$ cat src/rtl/mux_rr_arbiter_pkg.sv
// Shared types and round-robin pick helper for mux_rr_arbiter.
package mux_arb_pkg;

  typedef enum logic {S_IDLE, S_GRANT} arb_state_t;

  localparam int unsigned MAX_OP = 32;

  typedef struct packed {
    logic       found;
    logic [4:0] idx;
  } rr_pick_t;

  // Scan last+1, last+2, ... modulo n; first set request wins.
  function automatic rr_pick_t rr_pick(input logic [MAX_OP-1:0] req,
                                       input logic [4:0]        last,
                                       input int unsigned       n);
    rr_pick_t    res;
    int unsigned j;
    res = '0;
    for (int unsigned i = 1; i <= MAX_OP; i++) begin
      if (i <= n && !res.found) begin
        j = 32'(last) + i;
        if (j >= n) j = j - n;
        if (req[j[4:0]]) begin
          res.found = 1'b1;
          res.idx   = j[4:0];
        end
      end
    end
    return res;
  endfunction

endpackage

$ cat src/rtl/mux_rr_arbiter_mux.sv
// Array mux: out = opt[in]; out-of-range selects yield zero.
module mux_arr_module #(
  parameter int WIDTH_OP  = 4,
  parameter int WIDTH_IN  = 2,
  parameter int WIDTH_BUS = 2
) (
  input  logic [WIDTH_IN-1:0]                in,
  input  logic [WIDTH_OP-1:0][WIDTH_BUS-1:0] opt,
  output logic [WIDTH_BUS-1:0]               out
);

  always_comb begin
    out = '0;
    for (int unsigned i = 0; i < WIDTH_OP; i++) begin
      if (in == WIDTH_IN'(i)) out = opt[i];
    end
  end

endmodule

$ cat src/rtl/mux_rr_arbiter.sv
// Round-robin bus arbiter with registered one-hot grant and binary select.
// Optional owner preemption after HOLD_MAX cycles: define MUX_ARB_TIMEOUT_EN.
module mux_rr_arbiter
  import mux_arb_pkg::*;
#(
  parameter int WIDTH_OP  = 4,
  parameter int WIDTH_IN  = 2,
  parameter int WIDTH_BUS = 2,
  parameter int HOLD_MAX  = 4
) (
  input  logic                               clk,
  input  logic                               rst,
  input  logic [WIDTH_OP-1:0]                req,
  input  logic [WIDTH_OP-1:0][WIDTH_BUS-1:0] opt,
  output logic [WIDTH_OP-1:0]                gnt,
  output logic [WIDTH_IN-1:0]                sel,
  output logic [WIDTH_BUS-1:0]               out,
  output logic                               out_valid
);

  arb_state_t          state_q, state_d;
  logic [WIDTH_OP-1:0] gnt_q,   gnt_d;
  logic [WIDTH_IN-1:0] sel_q,   sel_d;
  logic [WIDTH_IN-1:0] last_q,  last_d;
  logic [MAX_OP-1:0]   req_ext;
  logic                owner_req;
  logic                preempt;
  rr_pick_t            pick;

`ifdef MUX_ARB_TIMEOUT_EN
  localparam int HW = (HOLD_MAX > 1) ? $clog2(HOLD_MAX) : 1;
  localparam logic [HW-1:0] HOLD_LAST = HW'(HOLD_MAX - 1);
  logic [HW-1:0] hold_q, hold_d;
  logic          others;
`endif

  always_comb begin
    req_ext                 = '0;
    req_ext[WIDTH_OP-1:0]   = req;
    pick                    = rr_pick(req_ext, 5'(last_q), WIDTH_OP);
    owner_req               = |(req & gnt_q);
    preempt                 = 1'b0;
    state_d                 = state_q;
    gnt_d                   = gnt_q;
    sel_d                   = sel_q;
    last_d                  = last_q;
`ifdef MUX_ARB_TIMEOUT_EN
    hold_d                  = hold_q;
    others                  = |(req & ~gnt_q);
`endif

    unique case (state_q)
      S_IDLE: begin
        gnt_d = '0;
        if (pick.found) begin
          state_d = S_GRANT;
          sel_d   = WIDTH_IN'(pick.idx);
          last_d  = WIDTH_IN'(pick.idx);
          gnt_d   = WIDTH_OP'(1) << pick.idx;
`ifdef MUX_ARB_TIMEOUT_EN
          hold_d  = '0;
`endif
        end
      end
      S_GRANT: begin
`ifdef MUX_ARB_TIMEOUT_EN
        // Counter saturates; preemption only fires when a rival is waiting.
        if (hold_q == HOLD_LAST) preempt = others;
        else                     hold_d  = hold_q + 1'b1;
`endif
        if (!owner_req || preempt) begin
          state_d = S_IDLE;
          gnt_d   = '0;
        end
      end
      default: begin
        state_d = S_IDLE;
        gnt_d   = '0;
      end
    endcase
  end

  always_ff @(posedge clk or posedge rst) begin
    if (rst) begin
      state_q <= S_IDLE;
      gnt_q   <= '0;
      sel_q   <= '0;
      last_q  <= WIDTH_IN'(WIDTH_OP - 1);
`ifdef MUX_ARB_TIMEOUT_EN
      hold_q  <= '0;
`endif
    end else begin
      state_q <= state_d;
      gnt_q   <= gnt_d;
      sel_q   <= sel_d;
      last_q  <= last_d;
`ifdef MUX_ARB_TIMEOUT_EN
      hold_q  <= hold_d;
`endif
    end
  end

  assign gnt       = gnt_q;
  assign sel       = sel_q;
  assign out_valid = (state_q == S_GRANT);

  mux_arr_module #(
    .WIDTH_OP  (WIDTH_OP),
    .WIDTH_IN  (WIDTH_IN),
    .WIDTH_BUS (WIDTH_BUS)
  ) u_mux (
    .in  (sel_q),
    .opt (opt),
    .out (out)
  );

endmodule

$ cat config.mk
export PLATFORM = sky130hd
export DESIGN_NAME = mux_rr_arbiter
export DESIGN_NICKNAME = d
export VERILOG_FILES = /design/src/rtl/mux_rr_arbiter_pkg.sv /design/src/rtl/mux_rr_arbiter_mux.sv /design/src/rtl/mux_rr_arbiter.sv
export SDC_FILE = /design/constraint.sdc
export NUM_CORES = 1
export LEC_CHECK = 0
export BUFFER_PORTS_ARGS = -buffer_cell sky130_fd_sc_hd__buf_2
export CAP_MARGIN = 20
export CORE_MARGIN = 2
export CORE_UTILIZATION = 49
export CTS_CLUSTER_SIZE = 8
export DETAILED_ROUTE_END_ITERATION = 7
export PLACE_DENSITY = 0.77
export SYNTH_ARGS = -nofsm -noshare
export SYNTH_HDL_FRONTEND = slang
export SYNTH_SLANG_ARGS = --single-unit
export TNS_END_PERCENT = 1
$ cat constraint.sdc
create_clock -name clk -period 2.85 [get_ports clk]
set_input_delay 0.57 -clock clk [delete_from_list [all_inputs] [get_ports clk]]
set_output_delay 0.57 -clock clk [all_outputs]
set_load 0.02 [all_outputs]
# Yosys cells after proc, flatten, opt, wreduce, memory -nomap -nowiden
# Cells that the tools add are included.
word_totals:
  register_bits: 9
  inputBits: 14
  output_inout_bits: 9
op_classes:
  add_sub_neg: 8
  magnitude_cmp: 8
  n_eq_ne: 4
  shift: 1
  muxes: 32
  bitwise_logic: 2
  n_reduce_logical: 3
ops:
  columns: ["op", "n"]
  rows:
  - ["6-bit 2-to-1 mux", 7]
  - ["5-bit 2-to-1 mux", 7]
  - ["5-bit by 6-bit < comparator with 1-bit output (second input constant)", 4]
  - ["1-bit binary-select mux with 5-bit select", 4]
  - ["3-bit by 3-bit subtractor with 4-bit output (second input constant)", 3]
  - ["3-bit greater-or-equal comparator (second input constant)", 3]
  - ["2-bit 2-to-1 mux", 4]
  - ["4-bit 2-to-1 mux", 2]
  - ["4-bit one-hot mux with 2 select lines", 1]
  - ["2-bit by 2-bit adder with 3-bit output (second input constant)", 2]
  - ["1-bit 2-to-1 mux", 6]
  - ["1-bit by 5-bit << shifter with 4-bit output (first input constant)", 1]
  - ["4-bit by 3-bit subtractor with 5-bit output (second input constant)", 1]
  - ["2-bit by 3-bit adder with 4-bit output (second input constant)", 1]
  - ["4-bit bitwise AND", 1]
  - ["2-bit equality test (second input constant)", 2]
  - ["4-bit by 3-bit greater-or-equal comparator with 1-bit output (second input constant)", 1]
  - ["4-bit OR reduction", 1]
  - ["2-bit by 1-bit adder with 3-bit output (second input constant)", 1]
  - ["2-bit by 1-bit equality test with 1-bit output (second input constant)", 1]
  - ["2-bit logical NOT", 1]
  - ["2-bit != test (second input constant)", 1]
  - ["1-bit one-hot mux with 2 select lines", 1]
  - ["2-bit AND reduction", 1]
  - ["1-bit NOT", 1]

# Logic depth before layout (Yosys ltp)
depth:
  word_depth: 24
  depth_mapped: 8
  ltp_nobuf: 7

# Cells and area by module
# From an unflattened synthesis, not the netlist that was laid out.
unflattened:
  hier_cells: 64
  hier_area_um2: 726.9
by_module_without_submodules:
  columns: ["module", "instances", "cells_each", "area_each_um2", "seq_area_each_um2"]
  rows:
  - ["mux_rr_arbiter", 1, 62, 674.4, 227.7]
  - ["mux_arr_module", 1, 2, 52.6, 0.0]

# Worst setup path before layout
# Ideal clock, no wire load.
synth_path:
  path_type: "register -> register"
  startpoint: "reg last_q[0]"
  endpoint: "reg sel_q[1] (netlist: sel[1])"
  setup_time_ns: 0.125
  arrival_time_ns: 2.337
  required_ns: 2.725
  path_slack_ns: 0.388
  stages_incl_launch_ff: 9
  n_path_buf: 1
  period_less_slack_ns: 2.462
  cell_sequence: "dfstp_2 buf_6 inv_1 ha_1 mux2_2 a222oi_1 a21oi_1 o21ba_1 mux2_4"
synth_between:
  elab_chain_len: 12
  elab_cells_between_ends: 35
synth_rtl:
  columns: ["item", "line_no", "rtl"]
  rows:
  - ["from (decl)", "mux_rr_arbiter.sv:24", "logic [WIDTH_IN-1:0] last_q, last_d;"]
  - ["from (signal assigned)", "mux_rr_arbiter.sv:88", "last_q <= WIDTH_IN'(WIDTH_OP - 1);"]
  - ["from (signal assigned)", "mux_rr_arbiter.sv:96", "last_q <= last_d;"]
  - ["2-bit by 1-bit adder with 3-bit output or 2-bit by 2-bit adder with 3-bit output (tied branches)", "mux_rr_arbiter_pkg.sv:22", "j = 32'(last) + i;"]
  - ["3-bit by 3-bit subtractor with 4-bit output or 3-bit greater-or-equal comparator (tied branches)", "mux_rr_arbiter_pkg.sv:23", "if (j >= n) j = j - n;"]
  - ["5-bit 2-to-1 mux", "mux_rr_arbiter_pkg.sv:23", null]
  - ["1-bit binary-select mux with 5-bit select or 5-bit 2-to-1 mux (tied branches)", "mux_rr_arbiter_pkg.sv:24, mux_rr_arbiter_pkg.sv:21", null]
  - ["1-bit 2-to-1 mux (implied by the code) or 1-bit binary-select mux with 5-bit select (tied branches)", "mux_rr_arbiter_pkg.sv:24", "if (req[j[4:0]]) begin"]
  - ["6-bit 2-to-1 mux or 1-bit 2-to-1 mux (tied branches)", "mux_rr_arbiter_pkg.sv:24", null]
  - ["6-bit 2-to-1 mux", "mux_rr_arbiter_pkg.sv:24", null]
  - ["6-bit 2-to-1 mux", "mux_rr_arbiter_pkg.sv:21", "if (i <= n && !res.found) begin"]
  - ["6-bit 2-to-1 mux", "mux_rr_arbiter_pkg.sv:24", null]
  - ["6-bit 2-to-1 mux", "mux_rr_arbiter_pkg.sv:21", null]
  - ["6-bit 2-to-1 mux", "mux_rr_arbiter_pkg.sv:24", null]
  - ["6-bit 2-to-1 mux (*)", "mux_rr_arbiter_pkg.sv:21", null]
  - ["to (signal assigned)", "mux_rr_arbiter.sv:95", "sel_q <= sel_d;"]
  - ["to (decl)", "mux_rr_arbiter.sv:23", "logic [WIDTH_IN-1:0] sel_q, sel_d;"]
# Mark *: on every way between the ends. The rest lies on a longest branch, timed or not. The select of a mux whose other input is x is not followed.
# A chain may end at the register's enable or synchronous reset.

# Worst setup path after layout
layout_path:
  startpoint: "reg last_q[1]"
  endpoint: "reg sel_q[0] (netlist: sel[0])"
# The elaborated chain is that of the path after synthesis.

==> flow_summary_export.csv <==
group,metric,value,unit
logic_synthesis,ys_async_sr_fraction,100,%
clock_network,clock_tree.buffer_depth,2,
pwr,power_leakage,0.436,nW
logic_synthesis,synth_cell_types,30,
clock_network,cts.sinks,9,
timing,hold_viol,0,
die,core_area,1350,um2
cells_and_area,drive_above_1_share,41.8,%
pwr,power_density,1300,nW/um2
global_routing,grt_max_degree,11,
cells_and_area,multi_input_area,480,um2
logic_synthesis,syn_inst,71,
routing,vias_per_cell,5.65,
status,status,"completed",
place,gp_congestion,0.923,
global_routing,antenna_found_initial,0,
cells_and_area,regArea,228,um2
cells_and_area,syn_to_final_growth,21.6,%
logic_synthesis,syn_avg_cell_area,10.3,um2
setup_path,critPathCaptureType,"register",
setup_path,criticalPathCategory,"register to register",
routing,dr.pass1.iters,4,
setup_path,arrival,2740,ps
clock_network,cts_root_buf,"clkbuf_4",
setup_path,path_max_fanout,8,
logic_synthesis,synth_edf_count,0,
hold_path,hold_path.class,"primary input to async pin",
timing,relSlewSlack,67.3,%
timing,period_share,92.2,%
clock_network,post_cts_buffers,0,
timing,final_max_slew_viol_count,0,
clock_network,cts_hold_buf,0,
timing,tns,0,ps
logic_synthesis,syn-num-nets,90,
timing,setup_viol,0,
routing,drc_errors,0,
die,rows,13,
clock_network,cts_resized,0,
pwr,max-vdd-ir-drop,0.811,mV
timing,skew,0.627,ps
logic_synthesis,yosys_warnings,0,
logic_synthesis,yosysSeqAreaShare,31.0,%
setup_path,critPathRequiredTime,2970,ps
place,io_buffers,22,
die,die_w,42.7,um
global_routing,grt_overflow_total,0,
routing,routedWlPerCell,13.4,um
timing,rsz0062_at_grt,"no",
clock_network,path_clk_slew,60,ps
die,start_util,54.4,%
setup_path,worst_setup_path_start_kind,"register",
logic_synthesis,netlist_area,734,um2
place,hpwlAfterDp,1290,um
routing,drt_iter0_drc,12,
clock_network,insertion_delay,250,ps
die,pin_count,23,
timing,tightestPinTransition,486,ps
run,drv_cap,0,
routing,vias,638,
logic_synthesis,synth_ff_type,"dfrtp_1",
die,die_area,1820,um2
die,dieHeight,42.7,um
timing,hold-worst-slack,252,ps
timing,period_needed,2630,ps
global_routing,grt_usage,18.3,%
cells_and_area,final.fill_count,123,
routing,final_antenna_net_count,0,
clock_network,htreeDepth,1,
logic_synthesis,ys_ff_latch,9,
timing,max_freq,381,MHz
cells_and_area,antennaDiodeCount,0,
global_routing,first_global_vias,611,
clock_network,cts_tree,"done",
global_routing,grt_pass1_wl,2590,um
clock_network,numCtsBuffers,3,
cells_and_area,nets,118,
routing,wl,1520,um
layout make-up:
type	instances	area share, %
Sequential cell	9	25.5
Clock buffer	4	2.94
Multi-Input combinational cell	57	53.8
Tap cell	15	2.10
Timing Repair Buffer	24	14.0
Inverter	4	1.68
final timing paths:
check | slack [ps] | cells after the start | endpoint | start
max in group asynchronous | 2320 | 2 | last_q[1] | rst
max | 220 | 7 | sel[0] | last_q[1]
min reg2reg | 520 | 2 | gnt[3] | gnt[3]
min | 250 | 2 | sel[0] | rst
max reg2reg | 220 | 7 | sel[0] | last_q[1]
min in group clk | 520 | 2 | gnt[3] | gnt[3]
power breakdown:
part           switching [W]   total, W  internal [W]
clock network      0.0000400  0.0000937     0.0000537
logic               0.000432   0.000809      0.000378
registers          0.0000566   0.000254      0.000197
total               0.000528    0.00116      0.000629
Yosys cell counts, types with 2 or more instances:
library cell  n  share of area [%]
o21ai_1       2                1.4
mux2_4        2                4.1
dfstp_2       2                7.2
inv_1         4                2.0
nand2_1       6                3.1
dfrtp_1       7                 24
a21boi_0      4                4.1
a21oi_1       4                2.7
ha_1          5                8.5
mux2_2        2                3.1
nor2_1        3                1.5
nor3_1        2                1.4
a22oi_1       3                3.1
mux4_2        2                6.1
mux2i_1       5                6.8
o21ai_0       4                2.7
cells by family (layout without fill, tap and decap cells):
group / Yosys count / count (layout) / share of synthesized area [%]
AO/OA/AOI/OAI: 25 / 25 / 24.7
AND/OR/NAND/NOR: 15 / 15 / 10.6
multiplexers: 12 / 12 / 21.6
flip-flops: 9 / 9 / 31.0
adder cells (fa/ha/maj): 5 / 5 / 8.52
buffers and inverters: 5 / 32 / 3.58
critical path, stage by stage, from the launching register on:
cell	delay, ps
dfstp_2	590
inv_1	90
ha_1	370
mux2_2	380
a22o_1	200
a311oi_2	310
mux2i_1	410
o21ai_0	140
cells in the final DEF (no fill, tap or decap), types with 3 or more instances in the layout:
cell,instances
a21oi_1,4
nor2_1,3
ha_1,5
buf_2,22
clkbuf_4,3
a22oi_1,3
o21ai_0,4
dfrtp_1,7
a21boi_0,4
inv_1,4
nand2_1,6
mux2i_1,5
registers in the layout (all words and copies together), names as in the netlist:
signal,count
gnt,4
out_valid,1
last_q,2
sel,2
routing by layer:
metal  GRT usage, %  vias to the layer above  share of wire (%)
met5              0                        -                  0
met2           28.2                       15                 50
met1           25.9                      299                 47
met3           2.55                        2                3.2
met4           6.88                        0               0.33
li1               -                      322                  -
through the flow:
stage          area, um2  total power (W)  util, %  cells  setup WS (ps)
6_report             893          0.00116     66.2    113            223
5_1_grt              893          0.00126     66.2    113           22.1
4_1_cts              893          0.00116     66.2    113            219
3_5_place_dp         867          0.00107     64.2    109            234
3_3_place_gp         867          0.00105     64.2    109            308
2_1_floorplan        734         0.000881        -     71            388
Note: power is estimated with default switching activity, not from simulation.
